==> config.mk <==
export PLATFORM = sky130hd
export DESIGN_NAME = counter_seq
export DESIGN_NICKNAME = d
export VERILOG_FILES = /design/src/rtl/counter_seq.sv
export SDC_FILE = /design/constraint.sdc
export NUM_CORES = 1
export LEC_CHECK = 0
export CAP_MARGIN = 20
export CORE_ASPECT_RATIO = 0.75
export CORE_MARGIN = 5
export CORE_UTILIZATION = 48
export DETAILED_ROUTE_END_ITERATION = 10
export PLACE_DENSITY = 0.8
export SLEW_MARGIN = 20
export SYNTH_ARGS = -nofsm -noshare
export SYNTH_HDL_FRONTEND = slang
export SYNTH_SLANG_ARGS = --single-unit
==> constraint.sdc <==
create_clock -name clk -period 2.1 [get_ports clk]
set_input_delay 0.42 -clock clk [delete_from_list [all_inputs] [get_ports clk]]
set_output_delay 0.42 -clock clk [all_outputs]
set_load 0.02 [all_outputs]
==> src/rtl/counter_seq.sv <==
// Sequencer for an external 8-bit counter: clear, optional preset load, then
// prescaled count-enable pulses until the counter reaches a captured target.
module counter_seq #(
    parameter logic [25:0] TICK_DIV = 26'd5000000
) (
    input  logic       clk,
    input  logic       clr,
    input  logic       start,
    input  logic       abort,
    input  logic       pause,
    input  logic       use_load,
    input  logic [7:0] preset,
    input  logic [7:0] target,
    input  logic [7:0] q_in,
    output logic       ncclr,
    output logic       ncload,
    output logic       nccken,
    output logic [7:0] load_data,
    output logic       busy,
    output logic       done,
    output logic       tick_led
);

    typedef enum logic [2:0] {
        IDLE,
        CLEAR,
        LOAD,
        RUN,
        PAUSE,
        DONE
    } state_t;

    state_t      state_q, state_d;
    logic [25:0] presc_q, presc_d;
    logic [7:0]  preset_q, preset_d;
    logic [7:0]  target_q, target_d;
    logic        use_load_q, use_load_d;
    logic        ncclr_q, ncclr_d;
    logic        ncload_q, ncload_d;
    logic        nccken_q, nccken_d;
    logic        busy_q, busy_d;
    logic        done_q, done_d;
    logic        tick_led_q, tick_led_d;
    logic        tick;

    always_comb begin
        state_d    = state_q;
        presc_d    = presc_q;
        preset_d   = preset_q;
        target_d   = target_q;
        use_load_d = use_load_q;
        tick       = 1'b0;

        case (state_q)
            IDLE: begin
                presc_d = '0;
                if (start && !abort) begin
                    preset_d   = preset;
                    target_d   = target;
                    use_load_d = use_load;
                    state_d    = CLEAR;
                end
            end
            CLEAR: begin
                presc_d = '0;
                state_d = use_load_q ? LOAD : RUN;
            end
            LOAD: begin
                presc_d = '0;
                state_d = RUN;
            end
            RUN: begin
                // Reaching the target wins over a coincident tick, so the counter never overshoots.
                if (q_in == target_q) begin
                    presc_d = '0;
                    state_d = DONE;
                end else if (pause) begin
                    state_d = PAUSE;
                end else if (presc_q == TICK_DIV - 26'd1) begin
                    tick    = 1'b1;
                    presc_d = '0;
                end else begin
                    presc_d = presc_q + 26'd1;
                end
            end
            PAUSE: begin
                if (!pause) begin
                    state_d = RUN;
                end
            end
            DONE: begin
                presc_d = '0;
                state_d = IDLE;
            end
            default: begin
                presc_d = '0;
                state_d = IDLE;
            end
        endcase

        if (abort && (state_q != IDLE)) begin
            state_d = IDLE;
            presc_d = '0;
            tick    = 1'b0;
        end

        // Outputs are registered from the next state so they line up with the state they describe.
        ncclr_d    = (state_d != CLEAR);
        ncload_d   = (state_d != LOAD);
        nccken_d   = !tick;
        busy_d     = (state_d != IDLE);
        done_d     = (state_d == DONE);
        tick_led_d = tick_led_q ^ tick;
    end

    always_ff @(posedge clk) begin
        if (clr) begin
            state_q    <= IDLE;
            presc_q    <= '0;
            preset_q   <= '0;
            target_q   <= '0;
            use_load_q <= 1'b0;
            ncclr_q    <= 1'b1;
            ncload_q   <= 1'b1;
            nccken_q   <= 1'b1;
            busy_q     <= 1'b0;
            done_q     <= 1'b0;
            tick_led_q <= 1'b0;
        end else begin
            state_q    <= state_d;
            presc_q    <= presc_d;
            preset_q   <= preset_d;
            target_q   <= target_d;
            use_load_q <= use_load_d;
            ncclr_q    <= ncclr_d;
            ncload_q   <= ncload_d;
            nccken_q   <= nccken_d;
            busy_q     <= busy_d;
            done_q     <= done_d;
            tick_led_q <= tick_led_d;
        end
    end

    assign ncclr     = ncclr_q;
    assign ncload    = ncload_q;
    assign nccken    = nccken_q;
    assign load_data = preset_q;
    assign busy      = busy_q;
    assign done      = done_q;
    assign tick_led  = tick_led_q;

endmodule

==> summary.md, run 1 <==
| Metric | Value |
|---|---|
| Die Area | `0.006998 sq mm` |
| CP max FO | `9` |
| Post-layout minimum cycle time | `2.066 ns` |
| Hold_ws | `0.4664 ns` |
| Mapped Nets | `371` |
| Avg Inst Size Synth | `7.640 sq um` |
| Initial DRC count | `296` |
| Die height | `73.71 microns` |
| Status | `complete, no violations` |
| Critical path class | `primary input to flop` |
| Largest net degree at the start of global routing | `20` |
| Core area | `0.005295 sq mm` |
| Clock tree root driver cell | `clkbuf_8` |
| Routed length per placed instance | `16.15 microns` |
| Final setup fails | `0` |
| Rel. slew slack | `0.6847` |
| P&R area growth vs syn | `40.70%` |
| Vias per cell | `5.648` |
| Die W | `94.94 microns` |
| Initial core utilization | `0.4905` |
| Port Buffers | `43` |
| Setup TNS | `0 ns` |
| Crit path DAT | `2.28 ns` |
| R2R setup slack | `0.05 ns` |
| GRT Total Usage | `0.2230` |
| # IOs | `44` |
| Post-Route Skew | `0.005246 ns` |
| Row count | `23` |
| Vias in the first global route | `2,518` |
| CP endpoint kind | `flop` |
| Gr ovfl total | `0` |
| Synthesis-stage register bit count | `52` |
| Final Wtd Congestion | `1.004` |
| WL final | `7.850 mm` |
| Worst Max-Slew Pin Slew | `0.4687 ns` |
| Clock Latency Late Sink | `0.31 ns` |
| Number of diodes | `0` |
| First-pass GRT wire length | `12.12 mm` |
| Hold Path Class | `flop to flop` |
| Reg clk slew, reported paths | `0.10 ns` |
| CTS max path bufs | `2` |
| HPWL Detailed | `5.565 mm` |
| CTS tree | `yes` |
| Final ANT Viol Nets | `0` |
| Via count | `2,745` |
| Share of cells above drive strength 1 | `0.1995` |
| Pwr Density | `629.2 mW/mm^2` |
| DRT Pass-1 Iters | `5` |
| DRC | `0` |
| Antenna violations before repair | `0` |
| Ys Warns | `0` |
| H-tree levels | `2` |
| Sequential area share after synthesis | `0.4008` |
| Critical Path Source Type | `primary input` |
| Post-synth design cell area | `0.002597 sq mm` |
| TritonCTS Buffers | `5` |
| RSZ-0062 raised after global routing | `yes` |
| F_max | `484.0 MHz` |
| Max-Cap Viols | `0` |
| Netlist cell types | `39` |
| Total power | `2.299 mW` |
| Peak supply drop | `436.0 uV` |
| Slew Limit Fails | `0` |
| Endpoints failing hold | `0` |
| Nets | `441` |
| Final Cycle Share | `0.9839` |
| CTS sink count | `52` |
| Cell count after synthesis | `340` |
| Leakage | `1.245 nW` |
| Crit path required time | `2.32 ns` |
| Post-CTS Hold Fix Bufs | `0` |
cell usage in the layout (no fill, tap or decap), types with 6 or more instances in the layout:
cell and instances:
a31oi_1 6, buf_4 36, a21oi_1 30, o21ai_0 7, nor4_1 8, dfxtp_1 51, nor3_1 9, nand4_1 12
nor2_1 30, xnor2_1 15, nand3_1 20, clkdlybuf4s50_1 41, nand2_1 64, xor2_2 8
sequential cells by signal, indices dropped and copies added (netlist names):
register / count
busy: 1
done: 1
load_data: 8
nccken: 1
ncclr: 1
ncload: 1
presc_q: 26
state_q: 3
target_q: 8
tick_led: 1
use_load_q: 1
path summary, 6_finish.rpt:
check | to | from | cells after the start
min reg2reg | use_load_q | use_load_q | 2
max | presc_q[22] | q_in[3] | 9
max reg2reg | presc_q[23] | presc_q[12] | 7
min | use_load_q | use_load_q | 2
critical path: stages:
cell,delay [ns]
clkdlybuf4s50_1,0.44
xor2_2,0.17
nor4_4,0.35
a21oi_1,0.12
buf_4,0.20
buf_12,0.14
nor3_1,0.22
xnor2_1,0.16
nor2_1,0.05
where the power goes:
part	switching, mW	leakage, nW	internal (mW)
clock	0.362	0.0491	0.246
combinational	0.318	0.774	0.272
sequential	0.0548	0.422	1.05
layer usage:
layer  share of wire  GRT usage  routed length [microns]  vias to the layer above
met5               0          0                        0                        -
met4           0.014    0.05920                      113                        0
met3            0.10    0.05527                      785                       15
met2            0.45     0.3633                     3541                      135
met1            0.43     0.2959                     3409                     1269
li1                -          -                        -                     1326
Yosys cell counts:
| master | number | area [sq um] |
|---|---|---|
| nand2b_1 | 2 | 12.51 |
| nor2_1 | 31 | 116.4 |
| or2_2 | 3 | 18.77 |
| a32o_1 | 1 | 10.01 |
| and2_1 | 3 | 18.77 |
| nor2b_1 | 1 | 6.260 |
| a21oi_1 | 31 | 155.2 |
| nand2_1 | 64 | 240.2 |
| and4_1 | 1 | 8.760 |
| inv_1 | 5 | 18.77 |
| ha_1 | 1 | 12.51 |
| a31oi_1 | 6 | 37.54 |
| nor3b_1 | 1 | 7.510 |
| nor4_2 | 3 | 37.54 |
| dfxtp_1 | 52 | 1041 |
| o21a_1 | 4 | 30.03 |
| xnor2_1 | 15 | 131.4 |
| xor2_1 | 9 | 78.83 |
| buf_1 | 2 | 7.510 |
| or4b_1 | 1 | 10.01 |
| nand3_1 | 20 | 100.1 |
| o21ai_0 | 7 | 35.03 |
| and3b_1 | 1 | 8.760 |
| o311ai_0 | 1 | 8.760 |
| nor4b_1 | 2 | 17.52 |
| or3_1 | 3 | 18.77 |
| or4_1 | 3 | 22.52 |
| clkbuf_1 | 15 | 56.30 |
| o2111ai_1 | 1 | 8.760 |
| a21o_1 | 2 | 15.01 |
| o221ai_1 | 1 | 8.760 |
| nand2_2 | 2 | 12.51 |
| buf_6 | 2 | 22.52 |
| nor4_1 | 13 | 81.33 |
| o211a_1 | 2 | 20.02 |
| or2_1 | 1 | 6.260 |
| o21ai_1 | 1 | 5.000 |
| nor3_1 | 15 | 75.07 |
| nand4_1 | 12 | 75.07 |
final cells by class:
| class | count | area, sq um |
|---|---|---|
| clock inverter | 3 | 26.28 |
| sequential | 52 | 1042 |
| tap | 75 | 93.84 |
| clock buffer | 5 | 68.82 |
| fill | 442 | 1640 |
| timing repair buffer | 82 | 765.7 |
| inverter | 5 | 18.77 |
| multi-input combinational | 264 | 1639 |
through the flow:
step	worst slack (ns)	std cells	util	cell area [sq um]
6_report	0.03378	486	0.6902	3655
5_1_grt	-0.02892	486	0.6902	3655
4_1_cts	0.005364	486	0.6647	3520
3_5_place_dp	-0.4079	476	0.6328	3351
3_3_place_gp	-0.3492	476	0.6328	3351
2_1_floorplan	0.07937	340	-	2597
what timing repair did:
action | CTS | global route
pin swaps | 5 | 3
setup endpoints to repair | 25 | 29
gates cloned | 0 | 0
resized for setup | 9 | 25
buffers inserted | 2 | 0
cells by family (layout without fill, tap and decap cells):
| family | count (synthesis) | count (layout) | share of synthesized area |
|---|---|---|---|
| flops | 52 | 52 | 0.4008 |
| fa+ha+maj | 1 | 1 | 0.004816 |
| simple gates | 182 | 182 | 0.3444 |
| compound gates | 57 | 57 | 0.1286 |
| buf+inv | 24 | 95 | 0.04046 |
| xor+xnor | 24 | 24 | 0.08093 |
Power figures use the tool's default switching activity.
==> run 2, diff against run 1 <==
==> constraint.sdc (replaced) <==
create_clock -name clk -period 2.1 [get_ports clk]
set_input_delay 0.525 -clock clk [delete_from_list [all_inputs] [get_ports clk]]
set_output_delay 0.525 -clock clk [all_outputs]
set_load 0.02 [all_outputs]
==> summary.md, run 2 (same netlist as run 1, synthesis figures left out) <==
| Metric | Value |
|---|---|
| Fill cells | `442` |
| DRC | `0` |
| P&R area growth vs syn | `43.06%` |
| Post-layout minimum cycle time | `2.096 ns` |
| Final Cycle Share | `0.9983` |
| # IOs | `44` |
| Crit path DAT | `2.35 ns` |
| CTS tree | `yes` |
| Post-Route Skew | `0.01589 ns` |
| Peak supply drop | `340.6 uV` |
| H-tree levels | `2` |
| Placed cell count | `476` |
| CTS max path bufs | `2` |
| Final instance area | `0.003716 sq mm` |
| Slowest cell delay on critical path | `0.42 ns` |
| Antenna violations before repair | `0` |
| Row count | `23` |
| Rel. slew slack | `0.6802` |
| Max-Cap Viols | `0` |
| Initial DRC count | `278` |
| Post-route non-filler standard cell count | `487` |
| Core area | `0.005295 sq mm` |
| Gr ovfl total | `0` |
| CTS sink count | `52` |
| Pwr Density | `618.0 mW/mm^2` |
| Die Area | `0.006998 sq mm` |
| Reg clk slew, reported paths | `0.11 ns` |
| Via count | `2,835` |
| Port Buffers | `43` |
| Die height | `73.71 microns` |
| Slew Limit Fails | `0` |
| Placed Area | `0.003326 sq mm` |
| Critical path cell sequence | `clkdlybuf4s50_1 > xor2_1 > nor4_2 > a21oi_2 > buf_6 > nor2_1 > nand3_1 > a31oi_1` |
| Die W | `94.94 microns` |
| TritonCTS Buffers | `5` |
| Routed length per placed instance | `16.88 microns` |
| Endpoints failing hold | `0` |
| F_max | `477.0 MHz` |
| Most flops, register | `presc_q` |
| Worst Max-Slew Pin Slew | `0.4798 ns` |
| Commonest cells after routing, fill and taps aside | `64 x nand2_1, 51 x dfxtp_1, 38 x clkdlybuf4s50_1` |
| Final setup fails | `0` |
| Largest net degree at the start of global routing | `20` |
| Commonest non-fill, non-tap cell in the layout | `nand2_1` |
| Crit path required time | `2.35 ns` |
| Number of diodes | `0` |
| Nets | `442` |
| Util after Layout | `0.7018` |
| Status | `complete, no violations` |
| Crit-path slowest cell | `clkdlybuf4s50_1` |
| Leakage | `1.293 nW` |
| GRT Total Usage | `0.2208` |
| DRT Pass-1 Iters | `6` |
| Vias per cell | `5.821` |
| Critical Path Source Type | `primary input` |
| Share of cells above drive strength 1 | `0.2039` |
| Final Wtd Congestion | `1.021` |
| Hold Path Class | `flop to flop` |
| HPWL Detailed | `5.594 mm` |
| Critical path class | `primary input to flop` |
| CP max FO | `5` |
| Max reg flops | `26` |
| First-pass GRT wire length | `12.03 mm` |
| Clock Latency Late Sink | `0.33 ns` |
| Final ANT Viol Nets | `0` |
| CP endpoint kind | `flop` |
| WL final | `8.220 mm` |
| Vias in the first global route | `2,564` |
| Clock tree root driver cell | `clkbuf_8` |
| Initial core utilization | `0.4905` |
run 2: worst paths after layout:
check / startpoint / end / slack (ns) / cells past startpoint
hold / removal: load_data[2] / load_data[2] / 0.46 / 2
hold reg to reg: load_data[2] / load_data[2] / 0.46 / 2
setup reg to reg: presc_q[4] / presc_q[2] / 0.03 / 7
setup / recovery: q_in[2] / presc_q[14] / 0.004 / 8
run 2: metal layers:
layer  vias up  part of all wire  track usage
li1       1339                 -            -
met5         -                 0            0
met3        21             0.090      0.05629
met4         0             0.017      0.06720
met2       151              0.46       0.3438
met1      1324              0.43       0.3009
run 2: layout make-up:
class / count / area (sq um) / share of cell area
clock buffer: 5 / 68.82 / 0.01852
multi-input combinational: 264 / 1680 / 0.4522
clock inverter: 3 / 26.28 / 0.007071
timing repair buffer: 83 / 785.8 / 0.2114
sequential: 52 / 1042 / 0.2805
tap: 75 / 93.84 / 0.02525
inverter: 5 / 18.77 / 0.005051
run 2: repair_timing:
item,4_1_cts,5_1_grt
pin swaps,6,16
endpoints found under the setup margin,25,29
gates cloned,0,2
hold buffers,0,0
buffers inserted,1,1
gates resized for setup,11,38
run 2: power by group:
part | internal, mW | switching, mW
registers | 1.05 | 0.0489
clock network | 0.244 | 0.375
logic | 0.263 | 0.320
run 2: stage by stage:
stage                     worst slack, ns  power [mW]  TNS [ns]  hold WS [ns]
after global placement            -0.3976       1.636    -10.31        0.4416
after floorplan                   0.05426       1.417         0        0.4370
after global routing             -0.05916       2.391   -0.1187        0.4801
after detailed placement          -0.4176       1.649    -10.67        0.4476
final                            0.003656       2.297         0        0.4586
after CTS                        -0.01952       2.252  -0.05431        0.4633
run 2: critical path: cells and delay by family:
family | cells | cell delay [ns]
buffers and inverters | 2 | 0.58
AO/OA/AOI/OAI | 2 | 0.30
XOR/XNOR | 1 | 0.16
AND/OR/NAND/NOR | 3 | 0.78
==> run 3, diff against run 2 <==
--- a/config.mk
+++ b/config.mk
@@ -5,11 +5,13 @@
 export SDC_FILE = /design/constraint.sdc
 export NUM_CORES = 1
 export LEC_CHECK = 0
+export ABC_CLOCK_PERIOD_IN_PS = 2100
 export CAP_MARGIN = 20
 export CORE_ASPECT_RATIO = 0.75
 export CORE_MARGIN = 5
 export CORE_UTILIZATION = 48
 export DETAILED_ROUTE_END_ITERATION = 10
+export GPL_TIMING_DRIVEN = 0
 export PLACE_DENSITY = 0.8
 export SLEW_MARGIN = 20
 export SYNTH_ARGS = -nofsm -noshare
==> summary.md, run 3 (same netlist as run 1, synthesis figures left out) <==
| Metric | Value |
|---|---|
| Crit-path slowest cell | `or4b_1` |
| Post-layout minimum cycle time | `2.106 ns` |
| Flop pwr share | `0.461` |
| CTS tree | `yes` |
| Via count | `2,737` |
| Die Area | `0.006998 sq mm` |
| Commonest non-fill, non-tap cell in the layout | `nand2_1` |
| Final ANT Viol Nets | `0` |
| CTS sink count | `52` |
| Share of cells above drive strength 1 | `0.1683` |
| Slowest cell delay on critical path | `0.50 ns` |
| GRT Total Usage | `0.2226` |
| Hold Path Class | `flop to flop` |
| Top Family by Delay on Critical Path | `simple AND/OR/NAND/NOR gates` |
| Most flops, register | `presc_q` |
| # IOs | `44` |
| Commonest cells after routing, fill and taps aside | `64 x nand2_1, 47 x dfxtp_1, 34 x clkdlybuf4s50_1` |
| Routed length per placed instance | `15.87 microns` |
| Rel. slew slack | `0.6439` |
| Slew Limit Fails | `0` |
| Violated checks | `negative setup slack` |
| Clock share of power | `0.301` |
| Peak supply drop | `494.9 uV` |
| Nets | `428` |
| Hold path start | `load_data[0]` |
| WP depth | `7` |
| P&R area growth vs syn | `35.93%` |
| Reg clk slew, reported paths | `0.10 ns` |
| Row count | `23` |
| R2R setup slack | `-0.006 ns` |
| Port Buffers | `42` |
| TritonCTS Buffers | `5` |
| Total power | `2.374 mW` |
| Critical path cell sequence | `or4b_1 > or4_1 > nor4_2 > o21ai_1 > nand2_2 > buf_6 > nor2_1` |
| Max-Cap Viols | `0` |
| Switch Pwr | `721.4 uW` |
| Switching Fraction | `0.3039` |
| F_max | `474.8 MHz` |
| Placed cell count | `457` |
| Antenna violations before repair | `0` |
| Post-route non-filler standard cell count | `473` |
| Number of diodes | `0` |
| Die height | `73.71 microns` |
| Internal power | `1.653 mW` |
| Hold path cells | `2` |
| Vias per cell | `5.786` |
| Die W | `94.94 microns` |
| Max reg flops | `26` |
| FF-to-FF path depth | `7` |
| Critical path class | `flop to flop` |
| CP endpoint kind | `flop` |
| Final worst slack | `-0.006340 ns` |
| CTS max path bufs | `2` |
| Worst Max-Slew Pin Slew | `0.5322 ns` |
| First-pass GRT wire length | `12.25 mm` |
| WP buf/inv | `1` |
| Comb power frac | `0.237` |
| Initial DRC count | `273` |
| Clock Latency Late Sink | `0.32 ns` |
| Clock tree root driver cell | `clkbuf_8` |
| DRC | `0` |
| Core area | `0.005295 sq mm` |
| Vias in the first global route | `2,597` |
| Final Cycle Share | `1.003` |
| Critical Path Source Type | `flop` |
| Status | `complete, but fails checks` |
| Placed Area | `0.003112 sq mm` |
| Hold_ws | `0.4568 ns` |
| Final setup fails | `6` |
| RSZ-0062 raised after global routing | `yes` |
| Final instance area | `0.003531 sq mm` |
| Hold EP | `load_data[0]` |
| R2r startpoint | `presc_q[12]` |
| Largest net degree at the start of global routing | `18` |
| Endpoints failing hold | `0` |
| Crit path required time | `2.32 ns` |
| Leakage | `1.173 nW` |
| Setup TNS | `-0.01841 ns` |
| Final Wtd Congestion | `0.9207` |
| Gr ovfl total | `0` |
| Pwr Density | `672.4 mW/mm^2` |
| Crit path DAT | `2.33 ns` |
| Post-Route Skew | `0.007935 ns` |
| DRT Pass-1 Iters | `5` |
| CP max FO | `6` |
| HPWL Detailed | `4.981 mm` |
| WL final | `7.507 mm` |
| Reg2reg end | `presc_q[3]` |
| Initial core utilization | `0.4905` |
| H-tree levels | `2` |
-- run 3: worst register-to-register path, delay by kind of cell, from the launching register on --
kind,cells,cell delay (ns)
AND/OR/NAND/NOR,5,1.38
flip-flops,1,0.37
buffers and inverters,1,0.16
AO/OA/AOI/OAI,1,0.11
-- run 3: through the flow --
step	utilization	setup slack [ns]
floorplan	-	0.05426
global placement	0.5877	-0.7959
detailed placement	0.5877	-0.8204
CTS	0.6510	-0.01634
global route	0.6668	-0.09677
finish	0.6668	-0.006340
-- run 3: power groups by stage --
stage | sequential, mW | combinational [mW] | clock, mW
5_1_grt | 1.11 | 0.617 | 0.768
6_report | 1.10 | 0.564 | 0.715
2_1_floorplan | 1.14 | 0.275 | 0
4_1_cts | 1.09 | 0.546 | 0.724
3_3_place_gp | 1.11 | 0.493 | 0
3_5_place_dp | 1.11 | 0.500 | 0
-- run 3: layout make-up --
cell class / count / area (sq um)
fillers: 455 / 1764
inverters: 5 / 18.77
multi-input cells: 264 / 1644
plain buffers: 13 / 77.57
repair buffers: 56 / 530.5
clock inverters: 3 / 47.55
well taps: 75 / 93.84
clock buffers: 5 / 68.82
flip-flops and latches: 52 / 1050
-- run 3: how the worst max path moves through the flow --
stage / slack (ns) / end / startpoint
CTS: -0.02 / presc_q[5] / q_in[6]
global route: -0.1 / presc_q[6] / presc_q[12]
detailed placement: -0.82 / presc_q[7] / q_in[5]
floorplan: 0.05 / presc_q[6] / q_in[3]
global placement: -0.80 / presc_q[9] / q_in[5]
finish: -0.006 / presc_q[3] / presc_q[12]
-- run 3: routing by layer --
layer  vias up  share of wire  GRT usage
met3        17          0.086    0.03889
met2       146           0.47     0.3555
li1       1297              -          -
met4         0          0.018    0.06720
met1      1277           0.43     0.3078
met5         -              0          0
-- run 3: what timing repair did --
action | CTS | global route
buffers inserted | 9 | 4
gates cloned | 1 | 0
pin swaps | 6 | 8
endpoints found under the setup margin | 27 | 36
hold buffers | 0 | 0
resized for setup | 37 | 25
